$ cat src/rtl/seq_gen_prog.sv
// Programmable sequence generator: plays entries 0..len_q of a writable table onto out,
// one entry per enabled clock, in loop or one-shot mode.
module seq_gen_prog #(
  parameter int                     WIDTH      = 3,
  parameter int                     DEPTH      = 4,
  parameter logic [WIDTH*DEPTH-1:0] INIT_TABLE = 12'hAD0,
  localparam int                    AW         = $clog2(DEPTH)
) (
  input  logic             clk,
  input  logic             rst,
  input  logic             start,
  input  logic             stop,
  input  logic             en,
  input  logic             mode,
  input  logic [AW-1:0]    len,
  input  logic             wr_en,
  input  logic [AW-1:0]    wr_addr,
  input  logic [WIDTH-1:0] wr_data,
  output logic [WIDTH-1:0] out,
  output logic             valid,
  output logic             busy,
  output logic             done,
  output logic [AW-1:0]    idx
);

  typedef enum logic [1:0] {IDLE, RUN, DONE} state_t;

  state_t           state_q, state_d;
  logic [WIDTH-1:0] tbl_q [DEPTH];
  logic [WIDTH-1:0] tbl_d [DEPTH];
  logic [WIDTH-1:0] out_q, out_d;
  logic [AW-1:0]    idx_q, idx_d, len_q, len_d;
  logic             mode_q, mode_d, valid_q, valid_d, busy_q, busy_d, done_q, done_d;

  logic             addr_ok;
  logic [AW-1:0]    len_clamp;
  logic [AW-1:0]    idx_nxt;
  logic             at_last;

  // Power-of-two depth covers the whole address/len range, so no range check is needed.
  if (DEPTH == (1 << AW)) begin : g_pow2
    assign addr_ok   = 1'b1;
    assign len_clamp = len;
  end else begin : g_npow2
    assign addr_ok   = (wr_addr < AW'(DEPTH));
    assign len_clamp = (len > AW'(DEPTH - 1)) ? AW'(DEPTH - 1) : len;
  end

  assign idx_nxt = idx_q + AW'(1);
  assign at_last = (idx_q == len_q);

  always_ff @(posedge clk) begin
    if (rst) begin
      state_q <= IDLE;
      out_q   <= '0;
      idx_q   <= '0;
      len_q   <= AW'(DEPTH - 1);
      mode_q  <= 1'b0;
      valid_q <= 1'b0;
      busy_q  <= 1'b0;
      done_q  <= 1'b0;
      for (int i = 0; i < DEPTH; i++) tbl_q[i] <= INIT_TABLE[i*WIDTH +: WIDTH];
    end else begin
      state_q <= state_d;
      out_q   <= out_d;
      idx_q   <= idx_d;
      len_q   <= len_d;
      mode_q  <= mode_d;
      valid_q <= valid_d;
      busy_q  <= busy_d;
      done_q  <= done_d;
      tbl_q   <= tbl_d;
    end
  end

  // Reads below use tbl_q, so a same-edge write is only seen from the next edge.
  always_comb begin
    tbl_d = tbl_q;
    if (wr_en && addr_ok) tbl_d[wr_addr] = wr_data;
  end

  always_comb begin
    state_d = state_q;
    case (state_q)
      IDLE:    if (start) state_d = RUN;
      RUN:     if (stop) state_d = IDLE;
               else if (en && at_last && mode_q) state_d = DONE;
      DONE:    state_d = IDLE;
      default: state_d = IDLE;
    endcase
  end

  always_comb begin
    out_d   = out_q;
    idx_d   = idx_q;
    len_d   = len_q;
    mode_d  = mode_q;
    valid_d = valid_q;
    busy_d  = busy_q;
    done_d  = 1'b0;
    case (state_q)
      IDLE: if (start) begin
        len_d   = len_clamp;
        mode_d  = mode;
        idx_d   = '0;
        out_d   = tbl_q[0];
        valid_d = 1'b1;
        busy_d  = 1'b1;
      end
      RUN: begin
        if (stop) begin
          valid_d = 1'b0;
          busy_d  = 1'b0;
        end else if (en) begin
          if (!at_last) begin
            idx_d = idx_nxt;
            out_d = tbl_q[idx_nxt];
          end else if (mode_q) begin
            valid_d = 1'b0;
            busy_d  = 1'b0;
            done_d  = 1'b1;
          end else begin
            idx_d = '0;
            out_d = tbl_q[0];
          end
        end
      end
      default: ;
    endcase
  end

  assign out   = out_q;
  assign idx   = idx_q;
  assign valid = valid_q;
  assign busy  = busy_q;
  assign done  = done_q;

endmodule

$ cat config.mk
export PLATFORM = sky130hd
export DESIGN_NAME = seq_gen_prog
export DESIGN_NICKNAME = d
export VERILOG_FILES = /design/src/rtl/seq_gen_prog.sv
export SDC_FILE = /design/constraint.sdc
export NUM_CORES = 1
export LEC_CHECK = 0
export CAP_MARGIN = 15
export CORE_MARGIN = 3
export CORE_UTILIZATION = 45
export DETAILED_ROUTE_END_ITERATION = 8
export PLACE_DENSITY = 0.73
export RECOVER_POWER = 25
export SKIP_LAST_GASP = 1
export SYNTH_ARGS = -nofsm -noshare
export SYNTH_HDL_FRONTEND = slang
export SYNTH_SLANG_ARGS = --single-unit
export TNS_END_PERCENT = 50
$ cat constraint.sdc
create_clock -name clk -period 1.6 [get_ports clk]
set_clock_uncertainty 0.2 [all_clocks]
set_input_delay 0.32 -clock clk [delete_from_list [all_inputs] [get_ports clk]]
set_output_delay 0.32 -clock clk [all_outputs]
set_load 0.005 [all_outputs]
## Word-level counts from Yosys, hierarchy flattened

Cells that the tools add are included.

| cells by class | value |
|---|---|
| add/sub/neg operators | 1 |
| order comparisons | 3 |
| equal/unequal tests | 10 |
| muxes and demuxes | 29 |
| bitwise gates (word level) | 5 |
| reductions and logical operators | 10 |

Operators by type and width:

| cell | count |
|---|---|
| $mux W3 | 8 |
| $mux W2 | 8 |
| $ne A3 B3 Y1 const B | 5 |
| $bwmux W12 | 1 |
| $reduce_and A5 Y1 | 2 |
| $pmux W2 S2 | 2 |
| $bmux W3 S2 | 1 |
| $demux W3 S2 | 1 |
| $ge A3 B3 Y1 const B | 2 |
| $mux W1 | 6 |
| $ne A2 B2 Y1 const B | 3 |
| $not A2 Y3 | 2 |
| $pmux W3 S2 | 1 |
| $reduce_or A5 Y1 | 1 |
| $reduce_and A2 Y1 | 2 |
| $logic_and A1 B1 Y1 | 3 |
| $lt A3 B1 Y1 const B | 1 |
| $not A1 Y1 | 3 |
| $add A2 B1 Y2 const B | 1 |
| $eq A2 B1 Y1 const B | 1 |
| $eq A2 B2 Y1 | 1 |
| $logic_not A2 Y1 | 1 |
| $pmux W1 S2 | 1 |
| $reduce_bool A2 Y1 | 1 |

| word-level totals | value |
|---|---|
| register bits after elaboration | 24 |
| logic and storage cells | 69 |

## Depth between registers and ports, before layout

Gate-level depths: netlist of run 1.

| logic depth | value |
|---|---|
| depth in word-level cells | 9 |
| depth in mapped cells | 5 |

## Worst setup path after synthesis of run 1

No wires, ideal clock.

| path | value |
|---|---|
| path kind | reg2reg |
| from | register idx_q[0] (netlist: idx[0]) |
| to | register busy_q (netlist: busy) |
| library setup time | 0.103 ns |
| arrival | 1.473 ns |
| required time | 1.297 ns |
| slack | -0.176 ns |
| cell stages (with the launch flop) | 6 |
| path buffers | 1 |
| period minus slack after synthesis | 1.776 ns |
| cell sequence | dfxtp_1 buf_6 xor2_1 nor2_1 a311o_2 a2111oi_2 |

| on the way | value |
|---|---|
| word-level cells in the longest chain between the ends | 3 |

Ends and longest elaborated chain:

| element | RTL line | source |
|---|---|---|
| start, declared | 32 | `logic [AW-1:0] idx_q, idx_d, len_q, len_d;` |
| start signal, assigned | 66 | `idx_q <= idx_d;` |
| $eq A2 B2 Y1 | 50 | `assign at_last = (idx_q == len_q);` |
| $ne A3 B3 Y1 (no source line) | n/a |  |
| $reduce_and A5 Y1 (no source line) | n/a |  |
| end signal, assigned | 70 | `busy_q <= busy_d;` |
| end, declared | 33 | `logic mode_q, mode_d, valid_q, valid_d, busy_q, busy_d, done_q, done_d;` |

Every way passes these cells.
A chain may end at the register's enable or synchronous reset.

## Worst setup path after layout of run 1

| path | value |
|---|---|
| from | register idx_q[1] (netlist: idx[1]) |
| to | register out_q[1] (netlist: out[1]) |

| on the way | value |
|---|---|
| word-level cells in the longest chain between the ends | 9 |
| elaborated cells on any way between the ends | 12 |
| classes of those cells | add/sub: 1; eq/ne: 2; mux: 7; bitwise: 1; reduce/logical: 1 |

Ends and longest elaborated chain:

| element | RTL line | source |
|---|---|---|
| $add A2 B1 Y2 | 49 | `assign idx_nxt = idx_q + AW'(1);` |
| $not A2 Y3 (not written as such) | 117 | `out_d = tbl_q[idx_nxt];` |
| $bmux W3 S2 | 117 |  |
| $mux W3 (not written as such) (2 in series) | 117 |  |
| $mux W3 | 115 | `if (!at_last) begin` |
| $mux W3 | 114 | `end else if (en) begin` |
| $mux W3 | 111 | `if (stop) begin` |
| $pmux W3 S2 | 101 | `case (state_q)` |
| end signal, assigned | 65 | `out_q <= out_d;` |
| end, declared | 31 | `logic [WIDTH-1:0] out_q, out_d;` |

Parallel ways exist; a longest one is shown, timed or not. The select of a mux whose other input is x is not followed.

==> parameters.txt, run 1 <==
Parameter                              Value

Status
  Status    finished, violations left
  Failing checks    negative setup slack

Die
  Area of the core    0.00250 mm^2
  Number of placed I/O pins    22
  Vertical die dimension    57.7 um
  Width of the die    57.7 um
  # rows    18
  Full die area    0.00333 mm^2
  Effective utilization at floorplan    0.481

Global route
  Global-route congestion overflow total    0
  GRT Util Overall    0.212
  Maximum number of pins on one net before global-route repair    19
  Met1 Usage GRT    0.280
  First-pass GRT wire length    5540 um
  Via count of the first global-routing pass    1203
  Gr busiest metal    met2
  Initial antenna violation count    0
  Met3 capacity usage during global routing    0.0423
  Met2 track demand over resource    0.347

Clock tree
  Clock latency on the worst-skew pair    0.31 ns
  H-tree level count    1
  TritonCTS Buffers    3
  Clock tree root driver cell    sky130_fd_sc_hd__clkbuf_4
  Clock transition time at the flip-flop clock pins of the worst setup and hold paths    0.13 ns
  Number of sinks on the clock net    24
  Maximum clock insertion buffer count    2
  Clock tree from TritonCTS    built

Synthesis
  Synthesized-area fraction occupied by ao, oa, aoi and oai cells    0.217
  Arithmetic-cell share of the synthesized area counting full adders, half adders and majority gates    0
  Number of warnings reported in the yosys synthesis log    0
  Mean cell area of the mapped netlist    9.05 um^2
  Leading register cell type out of synthesis    sky130_fd_sc_hd__dfxtp_1
  Register area share after synthesis    0.399
  Synthesized-area fraction occupied by xor and xnor cells    0.0353
  Post-synthesis net count    147
  Distinct cells, synth    39
  Fraction of synthesized area in multiplexers    0.0748
  Async S/R FF share, synth    0
  Simple-gate area share of the yosys netlist    0.208
  Synth Cell Area    0.00120 mm^2
  Synthesized netlist cell count    133
  EDFF count, synth    0
  Count of state elements after synthesis    24
  Dominant combinational cell family by area after synthesis    compound AO/OA/AOI/OAI gates

Setup path
  Cell with the biggest individual delay on the critical path    sky130_fd_sc_hd__dfxtp_4
  Worst Path Arrival    1.81 ns
  Cell breakdown of the critical path    buf_6, xnor2_4, buf_4, a21oi_1, o32ai_2, a221oi_2
  Worst setup SP type    register
  Crit path capture type    register
  Classification of the worst setup path    register to register
  Buffers plus inverters on the worst setup path    2
  Slowest stage delay, CP    0.37 ns
  Cell family with the largest share of critical-path delay    compound AO/OA/AOI/OAI gates
  Worst Path Required    1.64 ns
  Worst path depth    6
  Largest fanout of any net on the critical path    3
  Length in cells of the worst reg-to-reg path    6

Job
  Max-capacitance violation count    0

Timing
  Pin slew with the least headroom to its limit    0.348 ns
  Worst Slack Setup Final    -0.167 ns
  Setup repair after global routing missed its margin    true
  Part of the cycle the worst path needs    1.10
  Remaining max-slew budget at the tightest pin    0.767
  Final critical delay including setup and external delays    1.77 ns
  Count of endpoints failing hold in the final timing report    0
  Finish-stage setup viols    13
  Count of pins over their slew limit    0
  Peak clock frequency supported by timing    566 MHz
  Worst hold slack    0.249 ns

Power
  Pwr/cell area    674 mW/mm^2
  Part of the power in combinational logic    0.260
  P_sw    358 uW
  Share of power burned in registers    0.523
  Switching share of power    0.284
  Internal power consumption    900 uW
  Clock network power share    0.217
  Largest vdd supply drop    0.676 mV
  Leak Pwr    0.741 nW
  Total power consumption of the routed design    1.26 mW

Detailed routing
  Final routed wirelength across all metal layers    3590 um
  DRC Markers    0
  Average vias per placed instance    5.77
  Post-detailed-route count of antenna-violating nets    0
  Wire per inst    16.7 um
  Number of design-rule violations left by the first detailed-router iteration    36
  Router iterations before antenna repair    4
  Detailed-route via count    1241

Place
  Total placed cells including tap cells    203
  Placement-stage cell area    0.00163 mm^2
  Count of port buffers added during placement    21
  HPWL after detailed placement    2240 um
  Final GP Congestion    0.814

Layout
  Area occupied by multi-input gates    795 um^2
  Area added between synthesis and finish    55.0%
  Number of cells in the finished layout apart from fillers    215
  Layout cells sized above 1    0.335
  Fin nets    201
  Sequential standard cell area    497 um^2
  Number of inserted filler cells in the final layout    179
  Post-route cell area    0.00187 mm^2
  Number of inserted diodes    0

Hold path
  Min-Delay Path Class    input pin to register
  Hold-critical path depth    2
cell usage in the layout (no fill, tap or decap), types with 3 or more instances in the layout:
| cell type | netlist | routed |
|---|---|---|
| sky130_fd_sc_hd__dfxtp_4 | 0 | 3 |
| sky130_fd_sc_hd__dlygate4sd2_1 | 0 | 6 |
| sky130_fd_sc_hd__a221oi_2 | 1 | 3 |
| sky130_fd_sc_hd__nor2_1 | 16 | 15 |
| sky130_fd_sc_hd__nor2b_1 | 6 | 5 |
| sky130_fd_sc_hd__nand2_1 | 3 | 3 |
| sky130_fd_sc_hd__nor4_1 | 3 | 3 |
| sky130_fd_sc_hd__clkbuf_4 | 0 | 3 |
| sky130_fd_sc_hd__clkdlybuf4s50_1 | 0 | 14 |
| sky130_fd_sc_hd__nand3b_1 | 3 | 3 |
| sky130_fd_sc_hd__dfxtp_2 | 0 | 4 |
| sky130_fd_sc_hd__dfxtp_1 | 24 | 17 |
| sky130_fd_sc_hd__buf_4 | 2 | 30 |
| sky130_fd_sc_hd__a211o_1 | 7 | 7 |
| sky130_fd_sc_hd__inv_1 | 11 | 11 |
| sky130_fd_sc_hd__nand2b_1 | 4 | 3 |
| sky130_fd_sc_hd__nand3_1 | 3 | 3 |
| sky130_fd_sc_hd__mux2i_1 | 9 | 9 |
| sky130_fd_sc_hd__buf_6 | 1 | 4 |
| sky130_fd_sc_hd__a21oi_1 | 6 | 5 |
cell usage after synthesis, types with 3 or more instances:
cell,count,share of area
sky130_fd_sc_hd__a211o_1,7,0.051
sky130_fd_sc_hd__a21oi_1,6,0.025
sky130_fd_sc_hd__clkbuf_1,3,0.0094
sky130_fd_sc_hd__dfxtp_1,24,0.40
sky130_fd_sc_hd__inv_1,11,0.034
sky130_fd_sc_hd__mux2i_1,9,0.075
sky130_fd_sc_hd__nand2_1,3,0.0094
sky130_fd_sc_hd__nand2b_1,4,0.021
sky130_fd_sc_hd__nand3_1,3,0.012
sky130_fd_sc_hd__nand3b_1,3,0.019
sky130_fd_sc_hd__nor2_1,16,0.050
sky130_fd_sc_hd__nor2b_1,6,0.031
sky130_fd_sc_hd__nor4_1,3,0.016
sky130_fd_sc_hd__o21ai_0,4,0.017
flip-flops by register name (all words and copies together) (netlist names):
name     flops
len_q        2
mode_q       1
out          3
state_q      2
tbl_q       12
done         1
idx          2
busy         1
power groups by stage:
| stage | clock network [mW] | logic, mW | registers [mW] |
|---|---|---|---|
| after global placement | 0 | 0.256 | 0.665 |
| after floorplan | 0 | 0.135 | 0.662 |
| final | 0.273 | 0.327 | 0.658 |
| after global routing | 0.298 | 0.350 | 0.662 |
| after CTS | 0.277 | 0.298 | 0.655 |
| after detailed placement | 0 | 0.263 | 0.667 |
cells by family (layout without fill, tap and decap cells):
kind of cell | Yosys count | after routing
AND/OR/NAND/NOR | 46 | 46
AO/OA/AOI/OAI | 33 | 33
flip-flops | 24 | 24
buffers and inverters | 17 | 69
multiplexers | 9 | 9
XOR/XNOR | 4 | 4
metal layers:
metal	up-vias	share of wire
li1	592	-
met1	588	0.44
met2	51	0.49
met3	10	0.049
met4	0	0.022
met5	-	0
timing repair:
action                                  CTS  global route
buffers inserted                          6             3
endpoints found under the hold margin     0             0
gates resized for setup                  29             7
pin swaps                                 3             1
hold buffers                              0             0
endpoints found under the setup margin   14            16
worst register-to-register path: stages, from the launching register on:
cell and delay [ns]:
sky130_fd_sc_hd__dfxtp_4 0.37, sky130_fd_sc_hd__buf_6 0.13, sky130_fd_sc_hd__xnor2_4 0.13, sky130_fd_sc_hd__buf_4 0.15, sky130_fd_sc_hd__a21oi_1 0.29, sky130_fd_sc_hd__o32ai_2 0.15
sky130_fd_sc_hd__a221oi_2 0.27
stage by stage:
stage | setup slack (ns) | setup TNS (ns) | utilization
after floorplan | -0.0437 | -0.0642 | -
after global placement | -0.475 | -4.03 | 0.654
after detailed placement | -0.548 | -4.59 | 0.654
after CTS | -0.0918 | -0.742 | 0.721
after global routing | -0.221 | -1.87 | 0.746
final | -0.167 | -1.08 | 0.746
worst paths after layout:
check | endpoint | from | slack (ns)
hold / removal | state_q[1] | stop | 0.25
hold reg to reg | tbl_q[4] | tbl_q[4] | 0.29
setup / recovery | out[1] | idx[1] | -0.17
setup reg to reg | out[1] | idx[1] | -0.17
final cells by class:
class | instances | area share
Multi-Input combinational cell | 92 | 0.426
Sequential cell | 24 | 0.266
Timing Repair Buffer | 55 | 0.254
Inverter | 11 | 0.0221
Tap cell | 30 | 0.0201
Clock buffer | 3 | 0.0121
Power figures use the tool's default switching activity.
==> inputs of run 2 (changes only) <==
- clock period: 1.6 -> 1.42 ns (I/O delays scaled with it)
==> run 2 against run 1 <==
The flow still finishes with violations (negative setup slack). Utilization rose by 0.15 points. Power rose by 11%. Design area is 0.20% higher. Sequential power up 12%. Worst setup slack worse by 0.15 ns. Via count shrank 2.1%. Wire length shrank 5.4%. Non-clock buffer count shrank 3. Sequential share of layout area rose by 0.15 points. Critical endpoint is now out[0].
==> parameters.txt, run 2 (same netlist as run 1, synthesis figures left out) <==
Parameter                              Value

Status
  Status    finished, violations left
  Failing checks    negative setup slack

Layout
  Util after Layout    0.748
  Commonest non-fill, non-tap cell in the layout    sky130_fd_sc_hd__buf_4
  Fin nets    198
  Layout cells sized above 1    0.357
  Largest Register    tbl_q
  Number of inserted diodes    0
  Max reg flops    12
  Area added between synthesis and finish    55.3%
  Number of inserted filler cells in the final layout    170
  Commonest cells after routing, fill and taps aside    sky130_fd_sc_hd__buf_4 (26), sky130_fd_sc_hd__dfxtp_1 (16), sky130_fd_sc_hd__nor2_1 (15), sky130_fd_sc_hd__clkdlybuf4s50_1 (14), sky130_fd_sc_hd__inv_1 (11)

Setup path
  Slowest stage delay, CP    0.37 ns
  Largest fanout of any net on the critical path    5
  Worst Path Arrival    1.77 ns
  Worst Path Required    1.45 ns
  Classification of the worst setup path    register to register
  Cell breakdown of the critical path    buf_12, xnor2_4, a211o_4, and2_4, a221oi_4
  Cell family with the largest share of critical-path delay    compound AO/OA/AOI/OAI gates
  Cell with the biggest individual delay on the critical path    sky130_fd_sc_hd__dfxtp_4
  Buffers plus inverters on the worst setup path    1
  Worst setup SP type    register
  Crit path capture type    register

Global route
  Via count of the first global-routing pass    1130
  Met1 Usage GRT    0.267
  Met3 capacity usage during global routing    0.0223
  Gr busiest metal    met2
  GRT Util Overall    0.200
  Met2 track demand over resource    0.335
  Maximum number of pins on one net before global-route repair    26
  Initial antenna violation count    0
  Global-route congestion overflow total    0
  First-pass GRT wire length    5250 um

Detailed routing
  Average vias per placed instance    5.73
  Wire per inst    16.0 um
  Detailed-route via count    1215
  Number of design-rule violations left by the first detailed-router iteration    67
  Post-detailed-route count of antenna-violating nets    0
  Final routed wirelength across all metal layers    3390 um
  Router iterations before antenna repair    4
  DRC Markers    0

Timing
  Setup repair after global routing missed its margin    true
  Summed negative setup slack over all endpoints    -2.69 ns
  Worst Slack Setup Final    -0.315 ns
  Part of the cycle the worst path needs    1.22
  Count of pins over their slew limit    0
  Finish-stage setup viols    16
  Peak clock frequency supported by timing    577 MHz
  Final critical delay including setup and external delays    1.73 ns
  Pin slew with the least headroom to its limit    0.385 ns
  Remaining max-slew budget at the tightest pin    0.737
  Count of endpoints failing hold in the final timing report    0

Clock tree
  H-tree level count    1
  Clock tree root driver cell    sky130_fd_sc_hd__clkbuf_4
  Maximum clock insertion buffer count    2
  Clock transition time at the flip-flop clock pins of the worst setup and hold paths    0.13 ns
  TritonCTS Buffers    3
  Hold-fix buffer count after cts    0
  Clock latency on the worst-skew pair    0.31 ns
  Number of sinks on the clock net    24
  Clock tree from TritonCTS    built

Die
  Effective utilization at floorplan    0.481
  Full die area    0.00333 mm^2
  Area of the core    0.00250 mm^2
  Vertical die dimension    57.7 um
  # rows    18
  Number of placed I/O pins    22
  Width of the die    57.7 um

Place
  HPWL after detailed placement    2290 um
  Count of port buffers added during placement    21
  Final GP Congestion    0.784

Power
  Leak Pwr    0.776 nW
  Largest vdd supply drop    0.716 mV
  Pwr/cell area    746 mW/mm^2

Hold path
  Min-Delay Path Class    input pin to register

Job
  Max-capacitance violation count    0
==> run 2: layout make-up <==
| type | count | area (um^2) | share of cell area |
|---|---|---|---|
| timing repair buffer | 52 | 468 | 0.250 |
| sequential | 24 | 500 | 0.268 |
| multi-input combinational | 92 | 800 | 0.428 |
| tap | 30 | 37.5 | 0.0201 |
| inverter | 11 | 41.3 | 0.0221 |
| clock buffer | 3 | 22.5 | 0.0120 |
==> run 2: timing repair <==
| item | CTS | global route |
|---|---|---|
| pin swaps | 7 | 8 |
| gates resized for setup | 25 | 21 |
| endpoints found under the setup margin | 18 | 25 |
| buffers inserted | 8 | 3 |
==> run 2: stage by stage <==
stage / area (um^2) / total power [mW] / instances / hold WS (ns) / worst slack, ns
6_report: 1870 / 1.39 / 212 / 0.238 / -0.315
4_1_cts: 1780 / 1.36 / 210 / 0.215 / -0.275
3_3_place_gp: 1610 / 1.03 / 199 / 0.245 / -0.636
3_5_place_dp: 1610 / 1.04 / 199 / 0.256 / -0.720
2_1_floorplan: 1250 / 0.901 / 133 / 0.163 / -0.224
5_1_grt: 1870 / 1.45 / 212 / 0.259 / -0.399
==> run 2: final timing paths <==
check | from | to | slack (ns) | cells after the start
worst max-delay path | idx[0] | out[0] | -0.31 | 5
worst min-delay path | stop | state_q[1] | 0.24 | 2
worst max register to register | idx[0] | out[0] | -0.31 | 5
worst min register to register | tbl_q[3] | tbl_q[3] | 0.28 | 1
==> run 2: layer usage <==
layer / up-vias / wire (um)
met5: - / 0
met4: 0 / 58
met3: 6 / 137
met2: 34 / 1720
met1: 591 / 1480
li1: 584 / -
==> run 2: power breakdown <==
part           leakage [nW]  switching [mW]  internal (mW)
clock                0.0138           0.196         0.0991
combinational         0.562           0.159          0.203
sequential            0.200          0.0325          0.704
==> inputs of run 3 (changes only) <==
- CORE_ASPECT_RATIO: default -> 0.9
==> run 3 against run 2 <==
The flow still finishes with violations (negative setup slack). Sequential power increased by 0.5%. Critical path depth rose by 2. Count of clock-buffer cells in the layout grew 1. Sequential cell count unchanged. Combinational power increased by 4%. Sequential share of layout area decreased by 1.0 points. Utilization increased by 1.6 points. First-iteration DRC count up 4.5%. Clock power grew 22%. Power grew 6.0%. Final cell count rose by 3.3%. Critical endpoint is now out[2]. Largest power group unchanged. Highest routed layer unchanged.
==> parameters.txt, run 3 (same netlist as run 1, synthesis figures left out) <==
Parameter                              Value

Setup path
  Reg-to-reg critical path startpoint    idx[1]
  Worst Path Required    1.45 ns
  Slowest stage delay, CP    0.53 ns
  Worst setup SP type    input pin
  Crit path capture type    register
  Classification of the worst setup path    input pin to register
  Reg2reg end    out[2]
  Cell family with the largest share of critical-path delay    buffers and inverters
  Register-to-register setup slack    -0.32 ns
  Largest fanout of any net on the critical path    6
  Buffers plus inverters on the worst setup path    3
  Most used cell, CP    sky130_fd_sc_hd__buf_4
  Worst Path Arrival    1.79 ns
  Cell with the biggest individual delay on the critical path    sky130_fd_sc_hd__clkdlybuf4s50_1
  Length in cells of the worst reg-to-reg path    6
  Cell breakdown of the critical path    clkdlybuf4s50_1, nand2b_4, a211o_4, buf_4, buf_4, nand4b_1, o21ai_1

Status
  Status    finished, violations left
  Failing checks    negative setup slack

Timing
  Summed negative setup slack over all endpoints    -4.03 ns
  Final critical delay including setup and external delays    1.76 ns
  Part of the cycle the worst path needs    1.24
  Peak clock frequency supported by timing    569 MHz
  Worst Slack Setup Final    -0.338 ns
  Remaining max-slew budget at the tightest pin    0.713
  Setup repair after global routing missed its margin    true
  Count of endpoints failing hold in the final timing report    0
  Pin slew with the least headroom to its limit    0.429 ns
  Count of pins over their slew limit    0
  Finish-stage setup viols    23

Power
  Leak Pwr    0.804 nW
  Pwr/cell area    770 mW/mm^2
  Largest vdd supply drop    0.579 mV

Die
  Number of placed I/O pins    22
  Vertical die dimension    55.1 um
  Effective utilization at floorplan    0.480
  Area of the core    0.00251 mm^2
  Width of the die    60.5 um
  Full die area    0.00333 mm^2
  # rows    17

Layout
  Number of inserted diodes    0
  Util after Layout    0.764
  Commonest non-fill, non-tap cell in the layout    sky130_fd_sc_hd__buf_4
  Layout cells sized above 1    0.387
  Area added between synthesis and finish    59.4%
  Max reg flops    12
  Number of inserted filler cells in the final layout    160
  Largest Register    tbl_q
  Commonest cells after routing, fill and taps aside    sky130_fd_sc_hd__buf_4 (36), sky130_fd_sc_hd__dfxtp_1 (17), sky130_fd_sc_hd__nor2_1 (15), sky130_fd_sc_hd__clkdlybuf4s50_1 (14), sky130_fd_sc_hd__inv_1 (11)
  Fin nets    206

Global route
  GRT Util Overall    0.243
  First-pass GRT wire length    5850 um
  Via count of the first global-routing pass    1197
  Initial antenna violation count    0
  Global-route congestion overflow total    0
  Maximum number of pins on one net before global-route repair    25

Hold path
  Capture endpoint of the worst hold path    out[1]
  Min-Delay Path Class    register to register
  Hold Startpoint    out[1]
  Hold-critical path depth    2

Clock tree
  TritonCTS Buffers    3
  Clock latency on the worst-skew pair    0.32 ns
  Clock tree from TritonCTS    built
  H-tree level count    1
  Clock tree root driver cell    sky130_fd_sc_hd__clkbuf_4
  Maximum clock insertion buffer count    2
  Clock transition time at the flip-flop clock pins of the worst setup and hold paths    0.13 ns
  Number of sinks on the clock net    24

Place
  HPWL after detailed placement    2490 um
  Final GP Congestion    0.846
  Count of port buffers added during placement    21

Detailed routing
  DRC Markers    0
  Router iterations before antenna repair    4
  Detailed-route via count    1246
  Post-detailed-route count of antenna-violating nets    0
  Number of design-rule violations left by the first detailed-router iteration    70
  Average vias per placed instance    5.69
  Wire per inst    17.8 um
  Final routed wirelength across all metal layers    3890 um

Job
  Max-capacitance violation count    0
[run 3: changes by cell type in the layout (fill, tap and decap cells not counted), sizes merged]
cell / change
dlygate4sd3: +1
buf: +9
dlygate4sd2: -1
[run 3: worst max-delay path by stage]
stage,slack [ns],startpoint,endpoint,cells past startpoint
floorplan,-0.22,idx[1],busy,5
global placement,-0.63,en,out[2],5
detailed placement,-0.74,stop,out[2],5
CTS,-0.33,idx[1],out[2],5
global route,-0.37,idx[0],busy,5
finish,-0.34,stop,out[2],7
[run 3: tightest hold or removal path, stage by stage, from the launching register on]
cell	delay [ns]
sky130_fd_sc_hd__dfxtp_2	0.34
sky130_fd_sc_hd__inv_1	0.06
sky130_fd_sc_hd__a221oi_2	0.06
[run 3: what timing repair did]
action,4_1_cts,5_1_grt
pin swaps,4,4
setup buffers,11,1
hold buffers,0,0
gates resized for setup,29,13
setup endpoints to repair,21,23
gates cloned,0,0
[run 3: area by class of cell]
class,instances,area (um^2),area share
Clock buffer,4,36.3,0.0189
Tap cell,28,35.0,0.0183
Sequential cell,24,494,0.258
Multi-Input combinational cell,92,795,0.414
Timing Repair Buffer,60,517,0.269
Inverter,11,41.3,0.0215
[run 3: report_power, final]
group	internal, mW	switching (mW)	total (mW)
Sequential	0.706	0.0354	0.741
Combinational	0.209	0.167	0.376
Clock	0.157	0.204	0.361
Total	1.07	0.406	1.48
[run 3: layer usage]
metal	track usage	wire length (um)	vias up
met3	0.0719	190	11
met1	0.296	1690	595
met5	0	0	-
li1	-	-	600
met2	0.415	1920	40
met4	0.0758	91	0
[run 3: metrics by stage]
stage | setup slack [ns] | instance area, um^2 | power, mW | hold slack [ns] | std cells
2_1_floorplan | -0.224 | 1250 | 0.901 | 0.163 | 133
3_3_place_gp | -0.634 | 1660 | 1.05 | 0.245 | 203
3_5_place_dp | -0.735 | 1660 | 1.06 | 0.254 | 203
4_1_cts | -0.329 | 1850 | 1.46 | 0.283 | 218
5_1_grt | -0.375 | 1920 | 1.55 | 0.300 | 219
6_report | -0.338 | 1920 | 1.48 | 0.277 | 219
